--- config.mk ---
export PLATFORM = sky130hd
export DESIGN_NAME = nvme_pcie_cmd_arbiter
export DESIGN_NICKNAME = d
export VERILOG_FILES = /design/src/rtl/nvme_pcie_cmd_arbiter.sv
export SDC_FILE = /design/constraint.sdc
export NUM_CORES = 1
export LEC_CHECK = 0
export ABC_AREA = 1
export CELL_PAD_IN_SITES_DETAIL_PLACEMENT = 0
export CELL_PAD_IN_SITES_GLOBAL_PLACEMENT = 2
export CORE_AREA = 5 5 187 189
export DETAILED_ROUTE_END_ITERATION = 8
export DIE_AREA = 0 0 192 194
export HOLD_SLACK_MARGIN = 0.06
export PLACE_DENSITY_LB_ADDON = 0.1
export SYNTH_ARGS = -nofsm -noshare
export SYNTH_HDL_FRONTEND = slang
export SYNTH_SLANG_ARGS = --single-unit
--- constraint.sdc ---
create_clock -name axi_aclk -period 3.15 [get_ports axi_aclk]
set_input_delay 0.7875 -clock axi_aclk [delete_from_list [all_inputs] [get_ports axi_aclk]]
set_output_delay 0.7875 -clock axi_aclk [all_outputs]
set_load 0.005 [all_outputs]
--- src/rtl/nvme_pcie_cmd_arbiter.sv ---
// Round-robin arbiter sharing one NVMe PCIe register-access master between NUM_REQ requesters.
// One access is outstanding at a time, bounded by a timeout; a timed-out access is drained before reuse.
module nvme_pcie_cmd_arbiter #(
   parameter int NUM_REQ        = 2,
   parameter int TIMEOUT_CYCLES = 4096,
   parameter int CNT_BITS       = 16
) (
   input  logic                    axi_aclk,
   input  logic                    axi_aresetn,
   input  logic [NUM_REQ-1:0]      req_valid,
   input  logic [NUM_REQ-1:0]      req_write,
   input  logic [NUM_REQ*32-1:0]   req_addr,
   input  logic [NUM_REQ*32-1:0]   req_wdata,
   output logic [NUM_REQ-1:0]      req_ready,
   output logic [NUM_REQ-1:0]      resp_valid,
   output logic [31:0]             resp_rdata,
   output logic                    resp_error,
   output logic                    pcie_write,
   output logic [31:0]             pcie_waddr,
   output logic [31:0]             pcie_wdata,
   input  logic                    pcie_wdone,
   input  logic                    pcie_werror,
   output logic                    pcie_read,
   output logic [31:0]             pcie_raddr,
   input  logic [31:0]             pcie_rdata,
   input  logic                    pcie_rdone,
   input  logic                    pcie_rerror,
   output logic                    busy,
   output logic [CNT_BITS-1:0]     err_count
);

   localparam int IDX_W = (NUM_REQ > 1) ? $clog2(NUM_REQ) : 1;
   localparam logic [CNT_BITS-1:0] TO_LAST = CNT_BITS'(TIMEOUT_CYCLES - 1);

   typedef enum logic [2:0] {
      ST_IDLE,
      ST_ISSUE,
      ST_WAIT,
      ST_RESP,
      ST_DRAIN
   } state_t;

   state_t               state_q, state_d;
   logic [IDX_W-1:0]     rr_ptr_q, rr_ptr_d;
   logic [IDX_W-1:0]     idx_q, idx_d;
   logic                 wr_q, wr_d;
   logic [CNT_BITS-1:0]  cnt_q, cnt_d;
   logic [CNT_BITS-1:0]  err_count_q, err_count_d;
   logic                 pcie_write_q, pcie_write_d;
   logic                 pcie_read_q, pcie_read_d;
   logic [31:0]          pcie_waddr_q, pcie_waddr_d;
   logic [31:0]          pcie_wdata_q, pcie_wdata_d;
   logic [31:0]          pcie_raddr_q, pcie_raddr_d;
   logic [NUM_REQ-1:0]   resp_valid_q, resp_valid_d;
   logic [31:0]          resp_rdata_q, resp_rdata_d;
   logic                 resp_error_q, resp_error_d;
   logic                 busy_q, busy_d;

   logic [31:0]          addr_arr  [NUM_REQ];
   logic [31:0]          wdata_arr [NUM_REQ];
   logic [IDX_W-1:0]     gnt_idx;
   logic                 gnt_any;
   logic                 idle;
   logic                 done_match;
   logic                 err_match;
   logic                 err_inc;

   assign idle = (state_q == ST_IDLE);

   // Only the completion for the latched direction counts; the other strobe is ignored.
   assign done_match = wr_q ? pcie_wdone  : pcie_rdone;
   assign err_match  = wr_q ? pcie_werror : pcie_rerror;

   genvar gi;
   generate
      for (gi = 0; gi < NUM_REQ; gi++) begin : g_req
         assign addr_arr[gi]  = req_addr[gi*32 +: 32];
         assign wdata_arr[gi] = req_wdata[gi*32 +: 32];
         assign req_ready[gi] = idle && gnt_any && (gnt_idx == IDX_W'(gi));
      end
   endgenerate

   // Scan from the farthest offset back to the nearest so the first valid after rr_ptr wins.
   always_comb begin : grant_scan
      logic [IDX_W-1:0] cand_idx;
      gnt_idx  = '0;
      gnt_any  = 1'b0;
      cand_idx = '0;
      for (int off = NUM_REQ; off >= 1; off--) begin
         cand_idx = IDX_W'((int'(rr_ptr_q) + off) % NUM_REQ);
         if (req_valid[cand_idx]) begin
            gnt_idx = cand_idx;
            gnt_any = 1'b1;
         end
      end
   end

   always_comb begin
      state_d      = state_q;
      rr_ptr_d     = rr_ptr_q;
      idx_d        = idx_q;
      wr_d         = wr_q;
      cnt_d        = cnt_q;
      err_count_d  = err_count_q;
      pcie_write_d = 1'b0;
      pcie_read_d  = 1'b0;
      pcie_waddr_d = pcie_waddr_q;
      pcie_wdata_d = pcie_wdata_q;
      pcie_raddr_d = pcie_raddr_q;
      resp_valid_d = '0;
      resp_rdata_d = resp_rdata_q;
      resp_error_d = resp_error_q;
      err_inc      = 1'b0;

      case (state_q)
         ST_IDLE: begin
            if (gnt_any) begin
               idx_d    = gnt_idx;
               rr_ptr_d = gnt_idx;
               wr_d     = req_write[gnt_idx];
               if (req_write[gnt_idx]) begin
                  pcie_write_d = 1'b1;
                  pcie_waddr_d = addr_arr[gnt_idx];
                  pcie_wdata_d = wdata_arr[gnt_idx];
               end else begin
                  pcie_read_d  = 1'b1;
                  pcie_raddr_d = addr_arr[gnt_idx];
               end
               state_d = ST_ISSUE;
            end
         end

         ST_ISSUE: begin
            cnt_d   = '0;
            state_d = ST_WAIT;
         end

         ST_WAIT: begin
            if (done_match) begin
               resp_valid_d[idx_q] = 1'b1;
               resp_rdata_d        = wr_q ? 32'h0 : pcie_rdata;
               resp_error_d        = err_match;
               err_inc             = err_match;
               pcie_waddr_d        = '0;
               pcie_wdata_d        = '0;
               pcie_raddr_d        = '0;
               state_d             = ST_RESP;
            end else if ((TIMEOUT_CYCLES != 0) && (cnt_q == TO_LAST)) begin
               // Address/data stay driven while the late completion is drained.
               resp_valid_d[idx_q] = 1'b1;
               resp_rdata_d        = 32'hFFFF_FFFF;
               resp_error_d        = 1'b1;
               err_inc             = 1'b1;
               state_d             = ST_DRAIN;
            end else begin
               cnt_d = cnt_q + 1'b1;
            end
         end

         ST_RESP: begin
            state_d = ST_IDLE;
         end

         ST_DRAIN: begin
            if (done_match) begin
               pcie_waddr_d = '0;
               pcie_wdata_d = '0;
               pcie_raddr_d = '0;
               state_d      = ST_IDLE;
            end
         end

         default: begin
            state_d = ST_IDLE;
         end
      endcase

      if (err_inc && (err_count_q != '1)) begin
         err_count_d = err_count_q + 1'b1;
      end

      busy_d = (state_d != ST_IDLE);
   end

   always_ff @(posedge axi_aclk or negedge axi_aresetn) begin
      if (!axi_aresetn) begin
         state_q      <= ST_IDLE;
         rr_ptr_q     <= IDX_W'(NUM_REQ - 1);
         idx_q        <= '0;
         wr_q         <= 1'b0;
         cnt_q        <= '0;
         err_count_q  <= '0;
         pcie_write_q <= 1'b0;
         pcie_read_q  <= 1'b0;
         pcie_waddr_q <= '0;
         pcie_wdata_q <= '0;
         pcie_raddr_q <= '0;
         resp_valid_q <= '0;
         resp_rdata_q <= '0;
         resp_error_q <= 1'b0;
         busy_q       <= 1'b0;
      end else begin
         state_q      <= state_d;
         rr_ptr_q     <= rr_ptr_d;
         idx_q        <= idx_d;
         wr_q         <= wr_d;
         cnt_q        <= cnt_d;
         err_count_q  <= err_count_d;
         pcie_write_q <= pcie_write_d;
         pcie_read_q  <= pcie_read_d;
         pcie_waddr_q <= pcie_waddr_d;
         pcie_wdata_q <= pcie_wdata_d;
         pcie_raddr_q <= pcie_raddr_d;
         resp_valid_q <= resp_valid_d;
         resp_rdata_q <= resp_rdata_d;
         resp_error_q <= resp_error_d;
         busy_q       <= busy_d;
      end
   end

   assign resp_valid = resp_valid_q;
   assign resp_rdata = resp_rdata_q;
   assign resp_error = resp_error_q;
   assign pcie_write = pcie_write_q;
   assign pcie_waddr = pcie_waddr_q;
   assign pcie_wdata = pcie_wdata_q;
   assign pcie_read  = pcie_read_q;
   assign pcie_raddr = pcie_raddr_q;
   assign busy       = busy_q;
   assign err_count  = err_count_q;

endmodule

# == After elaboration in Yosys (flattened, before gate mapping) ==
# Cells that the tools add are included.
# W data, S select, Z words.
# totals
in_bits,170
out_inout_bits,152
reg_bits,172
# classes
addsub,4
n_mux,55
eq_ne,11
n_reduce_logical,16
n_bitwise,2
magnitude_cmp,6
# ops
cell,count
$mux W32,16
$pmux W32 S2,3
$add A16 B1 Y16 const B,2
$mux W16,2
$pmux W16 S2,1
$mux W1,24
$eq A16 B12 Y1 const B,1
$ne A16 B16 Y1 const B,1
$mux W3,4
$pmux W3 S4,1
$lt A1 B2 Y1 const B,4
$ne A2 B2 Y1 const B,4
$reduce_and A4 Y1,2
$mux W2,3
$reduce_bool A2 Y1,3
$logic_and A1 B1 Y1,5
$ne A2 B1 Y1 const B,2
$reduce_and A2 Y1,2
$eq A3 B1 Y1 const B,1
$eq A3 B2 Y1 const B,1
$eq A3 B3 Y1 const B,1
$logic_not A3 Y1,1
$reduce_and A3 Y1,1
$reduce_bool A3 Y1,1
7 further kinds,8

# == Depth between registers and ports, before layout ==
# logic_depth
ltp_word,12
depth_mapped,11
ltp_nobuf,11

# == Least setup slack after synthesis ==
# No wires, ideal clock.
# synth_path
path_type,input to output
startpoint,input req_valid[0]
endpoint,output req_ready[0]
arrival_ns,1.469
path_buffers,2
stages,6
path_slack_ns,0.893
required_ns,2.362
cell_sequence,nand2_1 > nand2_1 > inv_1 > buf_2 > buf_2 > nor2_1
# synth_via
elab_chain_len,6
elab_cells_between_ends,11
classes_between,8 x mux; 1 x bitwise; 2 x reduce/logical
# synth_lines
item,line,text
start: declaration,10,"input logic [NUM_REQ-1:0] req_valid,"
$mux W1 (not written as such) (2 in a row),91,if (req_valid[cand_idx]) begin
$mux W1 (2 in a row),91,
$logic_and A1 B1 Y1 / $not A1 Y1 (equally long branches),79,assign req_ready[gi] = idle && gnt_any && (gnt_idx == IDX_W'(gi));
$logic_and A1 B1 Y1 (*),79,
end: declaration,14,"output logic [NUM_REQ-1:0] req_ready,"
# Mark *: on every way between the ends. The rest lies on a longest branch, timed or not. The select of a mux whose other input is x is not followed.

# == Final worst setup path ==
# layout_path
startpoint,input req_valid[1]
endpoint,output req_ready[1]
# layout_via
elab_chain_len,6
elab_cells_between_ends,10
classes_between,8 x mux; 2 x reduce/logical
# layout_lines
item,line
$mux W1 (not written as such) (2 in a row),91
$mux W1 (2 in a row),91
$logic_and A1 B1 Y1,79
$logic_and A1 B1 Y1 (*),79
# Marked as above.

==> impl_metrics.toml <==
[global_route]
grt_pass1_vias = 8847
grt-busiest-layer = "met2"
grt_use_met2 = 0.285
grt_max_degree = 67
grt-ovfl-total = 0
antenna_found_initial = 4
grtUsageTotal = 0.179
grtUsageMet1 = 0.230
grt_use_met3 = 0.0700
grt_pass1_wl_um = 52300

[cts]
cts_resized = 0
tritoncts = "done"
htreeDepth = 4
cts_buffer_depth = 2
hold_buffers = 0
cts_setup_buffers = 0
clk_latency_ns = 0.43
cts_root_buffer = "clkbuf_16"
cts_buffers = 17
cts_sinks = 172
path_clk_slew_ns = 0.06

[power_and_ir_drop]
leakagePower_nw = 6.09
cellPowerDensity_nw_per_um2 = 866
peakVddDrop_uv = 353

[worst_setup_path]
cp.required_ns = 2.36
cp-end-kind = "output port"
worstReg2RegStart = "err_count[0]"
start_kind = "input pin"
critPathCapture = "req_ready[1]"
startpoint = "req_valid[1]"
crit_fanout = 3
r2r_cells = 7
arrival_ns = 2.17
r2r_setup_slack_ns = 1.02
critical_path_class = "in2out"
r2r_end = "err_count[13]"

[logic_synthesis]
synth-seq-area-share = 0.487
synth_top_family_by_area = "simple AND/OR/NAND/NOR gates"
synth_compound_area_frac = 0.0660
synth.net_count = 1311
ys_ff_latch = 172
netlist_area_um2 = 8840
yosys-mux-area-fraction = 0
ys_dominant_reg_cell = "dfrtp_1"
synth-edff-count = 0
synth_xor_area_frac = 0.0129
netlist_instances = 1139
synth_cell_types = 30
async_flop_share = 1.00
avgSynthCellArea_um2 = 7.76
synthAdderAreaFrac = 0.00283
yosys.area_share.simple = 0.372
ys_warn_count = 0

[timing]
period_share = 0.940
hold_viol = 0
grt_setup_unrepaired = "no"
clock_skew_ns = 0.00725
drv_slew = 0
fin_crit_ns = 2.96
setup_violations = 0
tns_ns = 0
maxSlewHeadroom = 0.514
fmax_mhz = 338
worst-slew-pin-transition_ns = 0.730

[floorplan]
start_util = 0.267
die_area_um2 = 37200
die_height_um = 194
coreArea_um2 = 33100
fp-row-count = 67
die_w_um = 192
pin_count = 322

[placement]
io_buffers = 321
place_area_um2 = 12500
gp_congestion = 0.765
dp_hpwl_um = 23700

[routing]
first_pass_iters = 4
wl_per_cell_um = 17.4
drc = 0
initialDrtViolationCount = 352
viasPerCell = 4.49
routed_wl_um = 33200
antenna_left = 0
num_vias = 8544

[hold_path]
hp-class = "in2async"

[finish]
synthToLayoutAreaGrowth_pct = 49.3
final_net_count = 1614
drive_above_1_share = 0.0943
postLayoutCellArea_um2 = 13200

[run_status]
status = "finished, final reports clean"

[job]
max-cap-violations = 0
layout make-up:
class | instances | area [um^2]
Clock buffer | 23 | 478
Multi-Input combinational cell | 863 | 4020
Timing Repair Buffer | 351 | 3510
Fill cell | 3439 | 19900
Sequential cell | 172 | 4310
Inverter | 37 | 139
Tap cell | 448 | 561
Antenna cell | 1 | 2.50
Clock inverter | 7 | 185
worst min path at each step:
stage	startpoint	end	slack, ns	cells after the start
after floorplan	idx_q	resp_valid[0]	0.40	1
after global placement	idx_q	resp_valid[0]	0.42	1
after detailed placement	idx_q	resp_valid[0]	0.42	1
after CTS	axi_aresetn	cnt_q[9]	0.35	1
after global routing	axi_aresetn	pcie_wdata[21]	0.36	1
final	axi_aresetn	pcie_wdata[21]	0.34	1
routing by layer:
metal,share of wire,wire length (um)
met1,0.44,14700
met2,0.46,15200
met3,0.084,2800
met4,0.014,452
met5,0.0016,52
report_power, final:
group	leakage [nW]	switching [mW]	internal, mW
logic	3.56	3.03	2.46
clock network	0.323	0.889	1.54
registers	2.20	0.487	3.02
total	6.09	4.41	7.02
logic make-up (layout without fill, tap and decap cells):
logic type	after synthesis	in the layout
AO/OA/AOI/OAI	116	116
buffers and inverters	104	418
XOR/XNOR	13	13
flip-flops	172	172
adder cells (fa/ha/maj)	2	2
other	0	1
AND/OR/NAND/NOR	732	732
worst max-delay path, cell delays in order:
cell and delay, ns:
clkdlybuf4s50_1 0.49, nor2_1 0.06, nor2_2 0.13, inv_2 0.05, nor2_1 0.11, clkdlybuf4s50_1 0.54
per-stage QoR:
step                      hold slack [ns]  utilization  std cells  total power, mW  setup WS (ns)
after global placement              0.424        0.378       1871             9.15         0.0920
final                               0.344        0.398       1902             11.4          0.190
after floorplan                     0.403            -       1139             6.26          0.893
after global routing                0.363        0.398       1901             12.4          0.103
after CTS                           0.349        0.398       1901             11.7          0.101
after detailed placement            0.423        0.378       1871             9.18          0.106
Yosys cell counts (2+ instances only):
cell | n | share of area
ha_1 | 2 | 0.0028
nor3_1 | 3 | 0.0017
inv_2 | 9 | 0.0038
nor2_2 | 4 | 0.0028
buf_1 | 2 | 0.00085
nand2_1 | 461 | 0.20
buf_4 | 11 | 0.0093
nand3_2 | 51 | 0.058
buf_6 | 7 | 0.0089
or2_2 | 4 | 0.0028
buf_2 | 31 | 0.018
xnor2_1 | 4 | 0.0040
inv_1 | 28 | 0.012
nand4_1 | 23 | 0.016
dfrtp_1 | 171 | 0.48
nand3_1 | 70 | 0.040
clkbuf_1 | 16 | 0.0068
nor2_1 | 108 | 0.046
o21ai_1 | 13 | 0.0074
xor2_1 | 9 | 0.0089
o21ai_0 | 3 | 0.0017
nand2_2 | 2 | 0.0014
nand2_4 | 2 | 0.0025
a21oi_1 | 99 | 0.056
cells in the final DEF, fill, tap and decap left out:
master           synthesis  routed
o21ai_0                  3       3
ha_1                     2       2
o21ai_1                 13      13
nor2_2                   4       4
a21oi_1                 99      99
nand3_1                 70      70
clkinv_2                 0       1
and2_1                   1       1
clkbuf_1                16       3
dfstp_2                  1       1
nor2_1                 108     108
clkbuf_16                0      17
dfrtp_1                171     171
inv_1                   28      27
o21bai_1                 1       1
bufinv_16                0       6
clkdlybuf4s50_1          0     319
nand2_2                  2       3
clkbuf_8                 0       4
diode_2                  0       1
nor3_1                   3       3
xnor2_1                  4       4
nand4_2                  1       1
or2_4                    1       1
or2_2                    4       4
dlymetal6s2s_1           0       1
nand4_1                 23      23
nand2_4                  2       3
nand3_2                 51      51
xor2_1                   9       9
buf_4                   11      25
nand2_1                461     459
nand3_4                  1       1
inv_2                    9      10
buf_12                   0       5
sequential cells by signal, summed over array words and instances (netlist names), 2 cells and up:
| signal | flops |
|---|---|
| resp_valid | 2 |
| pcie_wdata | 32 |
| resp_rdata | 32 |
| state_q | 3 |
| pcie_raddr | 32 |
| cnt_q | 16 |
| pcie_waddr | 32 |
| err_count | 16 |
(Power assumes the default switching activity.)
